$ cat config.mk
export PLATFORM = sky130hd
export DESIGN_NAME = trap_ctrl
export DESIGN_NICKNAME = d
export VERILOG_FILES = /design/src/rtl/trap_pkg.sv /design/src/rtl/csr_file.sv /design/src/rtl/trap_ctrl.sv
export SDC_FILE = /design/constraint.sdc
export NUM_CORES = 1
export LEC_CHECK = 0
export CAP_MARGIN = 20
export CORE_MARGIN = 5
export CORE_UTILIZATION = 30
export CTS_CLUSTER_DIAMETER = 150
export DETAILED_ROUTE_END_ITERATION = 8
export GPL_TIMING_DRIVEN = 0
export PLACE_DENSITY = 0.5
export SYNTH_ARGS = -nofsm -noshare
export SYNTH_HDL_FRONTEND = slang
export SYNTH_HIERARCHICAL = 1
export SYNTH_SLANG_ARGS = --single-unit
$ cat constraint.sdc
create_clock -name clk -period 3.9 [get_ports clk]
set_input_delay 1.17 -clock clk [delete_from_list [all_inputs] [get_ports clk]]
set_output_delay 1.17 -clock clk [all_outputs]
set_load 0.02 [all_outputs]
$ cat src/rtl/trap_pkg.sv
// Shared constants for the user-mode trap controller: CSR addresses, status bit positions,
// cause codes and the sequencer state encoding.
package trap_pkg;

    localparam logic [11:0] CsrUstatus  = 12'h000;
    localparam logic [11:0] CsrUie      = 12'h004;
    localparam logic [11:0] CsrUtvec    = 12'h005;
    localparam logic [11:0] CsrUscratch = 12'h040;
    localparam logic [11:0] CsrUepc     = 12'h041;
    localparam logic [11:0] CsrUcause   = 12'h042;
    localparam logic [11:0] CsrUip      = 12'h044;

    localparam int unsigned UstatusUie  = 0;
    localparam int unsigned UstatusUpie = 4;
    localparam int unsigned UieUeie     = 8;
    localparam int unsigned UipUeip     = 8;

    localparam logic [31:0] CauseIllegal = 32'd2;
    localparam logic [31:0] CauseBreak   = 32'd3;
    localparam logic [31:0] CauseEcallU  = 32'd8;
    localparam logic [31:0] CauseUextIrq = 32'h8000_0008;

    typedef enum logic [1:0] {
        StIdle,
        StEnter,
        StReturn
    } trap_state_e;

    // op is funct3[1:0]: 01 RW, 10 RS, 11 RC
    function automatic logic [31:0] csr_apply(input logic [1:0] op, input logic [31:0] old_val,
                                              input logic [31:0] src);
        logic [31:0] res;
        unique case (op)
            2'b01:   res = src;
            2'b10:   res = old_val | src;
            2'b11:   res = old_val & ~src;
            default: res = old_val;
        endcase
        return res;
    endfunction

endpackage

$ cat src/rtl/csr_file.sv
// User-mode trap CSR storage: read mux, Zicsr RW/RS/RC update and trap entry/return capture.
// The UEIE/UEIP bits exist only when TRAP_IRQ_EN is defined.
module csr_file
    import trap_pkg::*;
(
    input  logic        clk_i,
    input  logic        rst_i,
    input  logic [11:0] addr_i,
    output logic [31:0] rdata_o,
    input  logic        wr_en_i,
    input  logic [2:0]  funct3_i,
    input  logic [4:0]  rs1_i,
    input  logic [31:0] rs1_data_i,
    input  logic        ext_irq_i,
    input  logic        trap_enter_i,
    input  logic        trap_irq_i,
    input  logic [31:0] trap_pc_i,
    input  logic [31:0] trap_cause_i,
    input  logic        trap_ret_i,
    output logic        uie_o,
    output logic        ueie_o,
    output logic [31:0] utvec_o,
    output logic [31:0] uepc_o
);

    logic        uie_q, uie_d;
    logic        upie_q, upie_d;
    logic        ueie_q, ueie_d;
    logic [31:0] utvec_q, utvec_d;
    logic [31:0] uscratch_q, uscratch_d;
    logic [31:0] uepc_q, uepc_d;
    logic [31:0] ucause_q, ucause_d;

    logic [31:0] src;
    logic [31:0] new_val;
    logic        do_write;
    logic        ueip;

`ifdef TRAP_IRQ_EN
    assign ueip = ext_irq_i;
`else
    logic unused_ext_irq;
    assign unused_ext_irq = ext_irq_i;
    assign ueip = 1'b0;
`endif

    always_comb begin
        rdata_o = 32'h0;
        unique case (addr_i)
            CsrUstatus: begin
                rdata_o[UstatusUie]  = uie_q;
                rdata_o[UstatusUpie] = upie_q;
            end
            CsrUie:      rdata_o[UieUeie] = ueie_q;
            CsrUtvec:    rdata_o = utvec_q;
            CsrUscratch: rdata_o = uscratch_q;
            CsrUepc:     rdata_o = uepc_q;
            CsrUcause:   rdata_o = ucause_q;
            CsrUip:      rdata_o[UipUeip] = ueip;
            default:     rdata_o = 32'h0;
        endcase
    end

    // funct3[2] selects the zero-extended immediate; RS/RC with rs1==0 are pure reads
    assign src      = funct3_i[2] ? {27'h0, rs1_i} : rs1_data_i;
    assign new_val  = csr_apply(funct3_i[1:0], rdata_o, src);
    assign do_write = wr_en_i && (funct3_i[1:0] != 2'b00) && !(funct3_i[1] && (rs1_i == 5'd0));

    always_comb begin
        uie_d      = uie_q;
        upie_d     = upie_q;
        ueie_d     = ueie_q;
        utvec_d    = utvec_q;
        uscratch_d = uscratch_q;
        uepc_d     = uepc_q;
        ucause_d   = ucause_q;
        if (trap_enter_i) begin
            uepc_d   = trap_pc_i & ~32'd1;
            ucause_d = trap_irq_i ? CauseUextIrq : trap_cause_i;
            upie_d   = uie_q;
            uie_d    = 1'b0;
        end else if (trap_ret_i) begin
            uie_d  = upie_q;
            upie_d = 1'b1;
        end else if (do_write) begin
            unique case (addr_i)
                CsrUstatus: begin
                    uie_d  = new_val[UstatusUie];
                    upie_d = new_val[UstatusUpie];
                end
`ifdef TRAP_IRQ_EN
                CsrUie:      ueie_d = new_val[UieUeie];
`endif
                CsrUtvec:    utvec_d    = new_val & ~32'd3;
                CsrUscratch: uscratch_d = new_val;
                CsrUepc:     uepc_d     = new_val & ~32'd1;
                CsrUcause:   ucause_d   = new_val;
                default: ;
            endcase
        end
    end

    always_ff @(posedge clk_i) begin
        if (rst_i) begin
            uie_q      <= 1'b0;
            upie_q     <= 1'b0;
            ueie_q     <= 1'b0;
            utvec_q    <= 32'h0;
            uscratch_q <= 32'h0;
            uepc_q     <= 32'h0;
            ucause_q   <= 32'h0;
        end else begin
            uie_q      <= uie_d;
            upie_q     <= upie_d;
            ueie_q     <= ueie_d;
            utvec_q    <= utvec_d;
            uscratch_q <= uscratch_d;
            uepc_q     <= uepc_d;
            ucause_q   <= ucause_d;
        end
    end

    assign uie_o   = uie_q;
    assign ueie_o  = ueie_q;
    assign utvec_o = utvec_q;
    assign uepc_o  = uepc_q;

endmodule

$ cat src/rtl/trap_ctrl.sv
// Trap entry/return sequencer for the single-cycle RV32 core; owns the user trap CSRs.
// Define TRAP_IRQ_EN to include the external-interrupt path (UEIE/UEIP, irq_ack).
module trap_ctrl
    import trap_pkg::*;
(
    input  logic        clk,
    input  logic        rst,
    input  logic        instr_valid,
    input  logic [31:0] pc,
    input  logic        exception,
    input  logic [31:0] cause,
    input  logic        uret,
    input  logic        csr,
    input  logic [2:0]  funct3,
    input  logic [11:0] csr_addr,
    input  logic [4:0]  rs1,
    input  logic [31:0] rs1_data,
    input  logic        ext_irq,
    output logic        irq_ack,
    output logic [31:0] csr_rdata,
    output logic        stall,
    output logic        redirect,
    output logic [31:0] trap_pc
);

    trap_state_e state_q;
    logic        redirect_q;
    logic        irq_ack_q;
    logic [31:0] trap_pc_q;

    logic        uie, ueie;
    logic [31:0] utvec, uepc;
    logic        live, irq_take, enter, ret, csr_we;

    assign live = (state_q == StIdle) && instr_valid && !rst;

`ifdef TRAP_IRQ_EN
    assign irq_take = live && uie && ueie && ext_irq;
`else
    logic unused_irq;
    assign unused_irq = ueie;
    assign irq_take   = 1'b0;
`endif

    assign enter  = live && (irq_take || exception);
    assign ret    = live && !enter && uret;
    assign csr_we = live && csr && !enter && !ret;
    // Held through the whole two-cycle sequence; the detection cycle is combinational
    assign stall  = !rst && ((state_q != StIdle) || enter || ret);

    csr_file u_csr_file (
        .clk_i        (clk),
        .rst_i        (rst),
        .addr_i       (csr_addr),
        .rdata_o      (csr_rdata),
        .wr_en_i      (csr_we),
        .funct3_i     (funct3),
        .rs1_i        (rs1),
        .rs1_data_i   (rs1_data),
        .ext_irq_i    (ext_irq),
        .trap_enter_i (enter),
        .trap_irq_i   (irq_take),
        .trap_pc_i    (pc),
        .trap_cause_i (cause),
        .trap_ret_i   (ret),
        .uie_o        (uie),
        .ueie_o       (ueie),
        .utvec_o      (utvec),
        .uepc_o       (uepc)
    );

    always_ff @(posedge clk) begin
        if (rst) begin
            state_q    <= StIdle;
            redirect_q <= 1'b0;
            irq_ack_q  <= 1'b0;
            trap_pc_q  <= 32'h0;
        end else begin
            unique case (state_q)
                StIdle: begin
                    if (enter) begin
                        state_q    <= StEnter;
                        redirect_q <= 1'b1;
                        irq_ack_q  <= irq_take;
                        trap_pc_q  <= utvec;
                    end else if (ret) begin
                        state_q    <= StReturn;
                        redirect_q <= 1'b1;
                        irq_ack_q  <= 1'b0;
                        trap_pc_q  <= uepc;
                    end else begin
                        redirect_q <= 1'b0;
                        irq_ack_q  <= 1'b0;
                    end
                end
                StEnter, StReturn: begin
                    state_q    <= StIdle;
                    redirect_q <= 1'b0;
                    irq_ack_q  <= 1'b0;
                end
                default: begin
                    state_q    <= StIdle;
                    redirect_q <= 1'b0;
                    irq_ack_q  <= 1'b0;
                end
            endcase
        end
    end

    assign redirect = redirect_q;
    assign irq_ack  = irq_ack_q;
    assign trap_pc  = trap_pc_q;

endmodule

* Word-level counts from Yosys, hierarchy flattened *
Index checks and enable logic that the tools add are counted.

word-level totals
  memories = 0
  logic and storage cells = 94
  output and inout port bits = 67
  input port bits = 123
  RAM bits = 0
  bits in read-only memories = 0
  register bits = 162
  latch bits = 0

cells by class
  equality and inequality tests = 8
  mux-type cells = 29
  order comparisons = 0
  multipliers = 0
  bitwise logic cells = 6
  divide/modulo/power cells = 0
  shift-type cells = 0
  reduce and logical (&&, ||, !) cells = 41
  $add $sub $neg = 0

operators by type and width
  cell                                                   number
  2-to-1 mux 32 bit                                      11
  case mux 32 bit (3 select lines)                       1
  case mux 23 bit (4 select lines)                       1
  equality test 12 x 7 -> 1 bit (second input constant)  3
  bitwise AND 32 bit                                     1
  NOT 32 bit                                             1
  bitwise OR 32 bit                                      1
  case mux 3 bit (4 select lines)                        2
  nonzero test 2 bit                                     8
  equality test 12 x 3 -> 1 bit (second input constant)  1
  logical AND 1 bit                                      12
  logical NOT 12 bit                                     1
  2-to-1 mux 1 bit                                       11
  AND reduction 4 bit                                    2
  AND reduction 2 bit                                    3
  AND reduction 3 bit                                    2
  nonzero test 3 bit                                     2
  logical NOT 5 bit                                      1
  case mux 1 bit (5 select lines)                        1
  equality test 2 bit (second input constant)            2
  logical NOT 1 bit                                      4
  case mux 1 bit (4 select lines)                        1
  OR reduction 2 bit                                     2
  NOT 1 bit                                              3
  6 further kinds                                        7

* Logic depth before layout (Yosys ltp) *
  depth in word-level cells = 14
  gate-level depth with buffers = 10
  depth with buffers taken out = 7

* Cells and area by module *
The synthesis kept the hierarchy.

by module, submodules not included
  module     area each (um^2)  sequential area each (um^2)  cells an instance  times used
  csr_file   8,227.9           2,542.4                      1,027              1
  trap_ctrl  1,739.2           700.7                        198                1

* Worst setup path before layout *
Ideal clock, no wire load.

  path kind = input to output
  from = input csr_addr[1]
  to = output csr_rdata[4]
  slack = -211 ps
  cell stages on the path = 4
  data required time = 2,730 ps
  path buffers = 2
  data arrival time = 2,941 ps
  cells stage by stage = buf_4 or4_4 buf_2 o311ai_0

between the ends
  cells in the longest elaborated chain, start to end = 2
  elaborated cells on any way between the ends = 6
  those cells by class = 4 x eq/ne; 1 x mux; 1 x reduce/logical

RTL lines
  item                                                         RTL line         RTL
  from (decl)                                                  trap_ctrl.sv:15  input logic [11:0] csr_addr,
  equality test 12 x 7 -> 1 bit, or another cell as far along  csr_file.sv:49   unique case (addr_i)
  case mux 1 bit (5 select lines) (*)                          csr_file.sv:49
  to (decl)                                                    trap_ctrl.sv:20  output logic [31:0] csr_rdata,

Every way passes the cells marked *; elsewhere a longest branch is shown, timed or not.

* Worst setup path after layout *
  from = input csr_addr[8]
  to = output csr_rdata[17]

between the ends
  cells in the longest elaborated chain, start to end = 2
  elaborated cells on any way between the ends = 5
  those cells by class = 4 x eq/ne; 1 x mux

RTL lines
  item                                                                            RTL line
  equality test 12 x 7 -> 1 bit or equality test 12 x 3 -> 1 bit (tied branches)  --
  case mux 23 bit (4 select lines) (*)                                            csr_file.sv:49

Marks and branches as above.

==> metrics.txt <==
Hold Path Depth=2; max-slew violations=0; PwrDens=296 nW/µm²; 1st-iter DRT viols=approximately 970; Overflow after GRT=0; antenna cells=0; CP dominant cell by count=buf_6; Setup CP Type=in -> out; HPWL after DPL=~34000 µm; RePlAce Congestion=just under 1; Worst R2R Path Depth=8; Die W=192 µm; initial antenna violation count=0; DR vias/cell=5.52; Final Hold Viols=0; pre-CTS setup slack=-1.66 ns; CP bufs+invs=5; peak supply drop=between 0.3 and 0.4 mV; CTS root buffer=clkbuf_16; Pleak=0.00536 µW; first-pass GRT wire length=between 60000 and 70000 µm; final core utilization=43.8%; Final #Nets=1601; Max Cap Violations=0; Levels on crit path=9; Die Footprint=36900 µm²; CP cell instances=buf_6, or4_4, nor3b_4, buf_6, buf_12, buf_12, nand3_4, nand2_2, buf_6; Critical Path Sink Type=output pin; clock period minus worst slack=4.00 ns; syn_area_per_cell=~8 µm²; critical-path maximum fanout=4; Clock Skews=approximately 0.011 ns; RSZ-0062 raised after global routing=true; Yosys warnings=6; dpl cell area=about 12000 µm²; Total GRT Usage=25.1%; final setup fails=22; Core ar.=about 33000 µm²; CP peak stage delay=between 0.5 and 0.6 ns; Inserted Clock Buffers=17; CTS tree=yes; Worst Tran Pin Value=roughly 0.90 ns; Hold Path Class=reg -> reg; layout cell share with drive strength beyond 1=a little over a quarter; Critical Path Source Type=input port; failing checks=negative setup slack; I/O Buffers=approximately 180; Clock Latency Late Sink=between 0.4 and 0.5 ns; DIE HEIGHT=192 µm; Initial Utilization=a little under a third; Area Overhead vs Synth=43.5%; htree depth=4; # IOs=190; drt wl/cell=between 20 and 25 µm; WP data required=2.73 ns; largest net degree at the start of global routing=17; Detailed Routing Iterations Pass 1=5; Tcrit/Tclk final=102%; placed cell count=approximately 1900; CP top delay family=simple AND/OR/NAND/NOR gates; Clock Pin Slew Worst Setup and Hold Paths=~0.070 ns; Setup WS post-layout=-0.0952 ns; standard-cell rows=66; Syn Inst Count=roughly 1200; Final Cell Area=14300 µm²; Worst EP arrival=between 2 and 3 ns; WL final=47400 µm; Cell Area, Synth=approximately 10000 µm²; Layout Cells excl Fill=approximately 1900; filler cell count=between 3000 and 4000; relative slew slack=approximately two fifths; vias in the first global route=just over 10000; Sink Count=162; antenna viol nets, final=0; Worst path slowest cell=or4_4; DR vias=~11000; residual DRC count=0; status=finished, violations left; Fmax achieved=about 250 MHz; Max Root-Sink Buffers=2
==> through the flow <==
step           total power [µW]  hold slack [ns]  TNS (ns)
3_3_place_gp               2500            0.441   -156.65
3_5_place_dp               2500            0.446   -158.98
6_report                   4230            0.456    -0.672
2_1_floorplan              2150            0.431         0
5_1_grt                    4350            0.469     -1.59
4_1_cts                    4230            0.455     -1.26
==> sequential cells by signal (all words and copies together) (netlist names), 2 cells and up <==
| name | flops |
|---|---|
| trap_pc | 32 |
| u_csr_file/ucause_q | 32 |
| u_csr_file/uscratch_q | 32 |
| u_csr_file/uepc_o | 31 |
| u_csr_file/utvec_o | 30 |
| state_q | 2 |
==> worst reg2reg max path, stage by stage (launching register included) <==
cell and delay (ns):
dfxtp_1 0.35, nor4b_4 0.32, buf_4 0.18, nor4bb_4 0.26
o311a_4 0.32, nand4_2 0.27, nor3_2 0.58, buf_2 0.42
a21o_1 0.16
==> area by class of cell <==
cell class	instances	area (µm²)	share of cell area, %
Multi-Input combinational cell	873	6510	45.5
Sequential cell	162	3240	22.7
Timing Repair Buffer	231	2330	16.3
Buffer	114	787	5.51
Tap cell	442	553	3.87
Clock buffer	18	429	3.00
Inverter	79	299	2.09
Clock inverter	14	144	1.01
==> where the power goes <==
group	switching [µW]	leakage [µW]	internal, µW
clock	814	0.000281	903
combinational	434	0.00376	336
sequential	34.3	0.00131	1700
total	1280	0.00536	2940
==> per-layer routing <==
metal | GRT usage, % | wire (µm) | up-vias
met5 | 0 | 0 | -
met4 | 8.80 | 1570 | 0
met3 | 4.87 | 3920 | 91
met2 | 39.9 | 21700 | 537
met1 | 33.9 | 20100 | 5175
li1 | - | - | 4865
==> what timing repair did <==
action                                  CTS  global route
gates resized for setup                 440            33
pin swaps                                37            26
gates cloned                              5             0
buffers inserted                         32            16
hold buffers                              0             0
endpoints found under the setup margin  156            42
==> cells in the final DEF, fill, tap and decap left out, types with 8 or more instances in the layout <==
master,n
nor2_1,51
dfxtp_1,162
nor3_1,23
a31oi_4,10
clkbuf_2,8
a21oi_1,74
nand2_1,162
a31oi_1,8
a21o_1,25
o21ai_1,16
and4_1,12
nor3_2,12
nor4_1,10
nand3_1,8
o22a_1,33
clkdlybuf4s50_1,137
nand3_4,26
xnor2_1,26
clkbuf_1,33
a221oi_1,49
buf_4,45
buf_6,53
and2_1,25
nor2b_1,31
buf_2,38
o21ai_0,8
mux2i_1,38
a31oi_2,10
nor4_2,8
clkbuf_16,17
o21ai_2,10
a221oi_2,10
a32o_1,27
nand2_2,36
inv_1,77
nand2_4,12
a21oi_2,20
buf_12,10
conb_1,8
==> final timing paths <==
path | startpoint | slack, ns | endpoint
setup / recovery | csr_addr[8] | -0.1 | csr_rdata[17]
hold reg to reg | u_csr_file/uscratch_q[31] | 0.46 | u_csr_file/uscratch_q[31]
hold / removal | u_csr_file/uscratch_q[31] | 0.46 | u_csr_file/uscratch_q[31]
setup reg to reg | state_q[1] | 1.00 | u_csr_file/ucause_q[14]
Power figures use the tool's default switching activity.
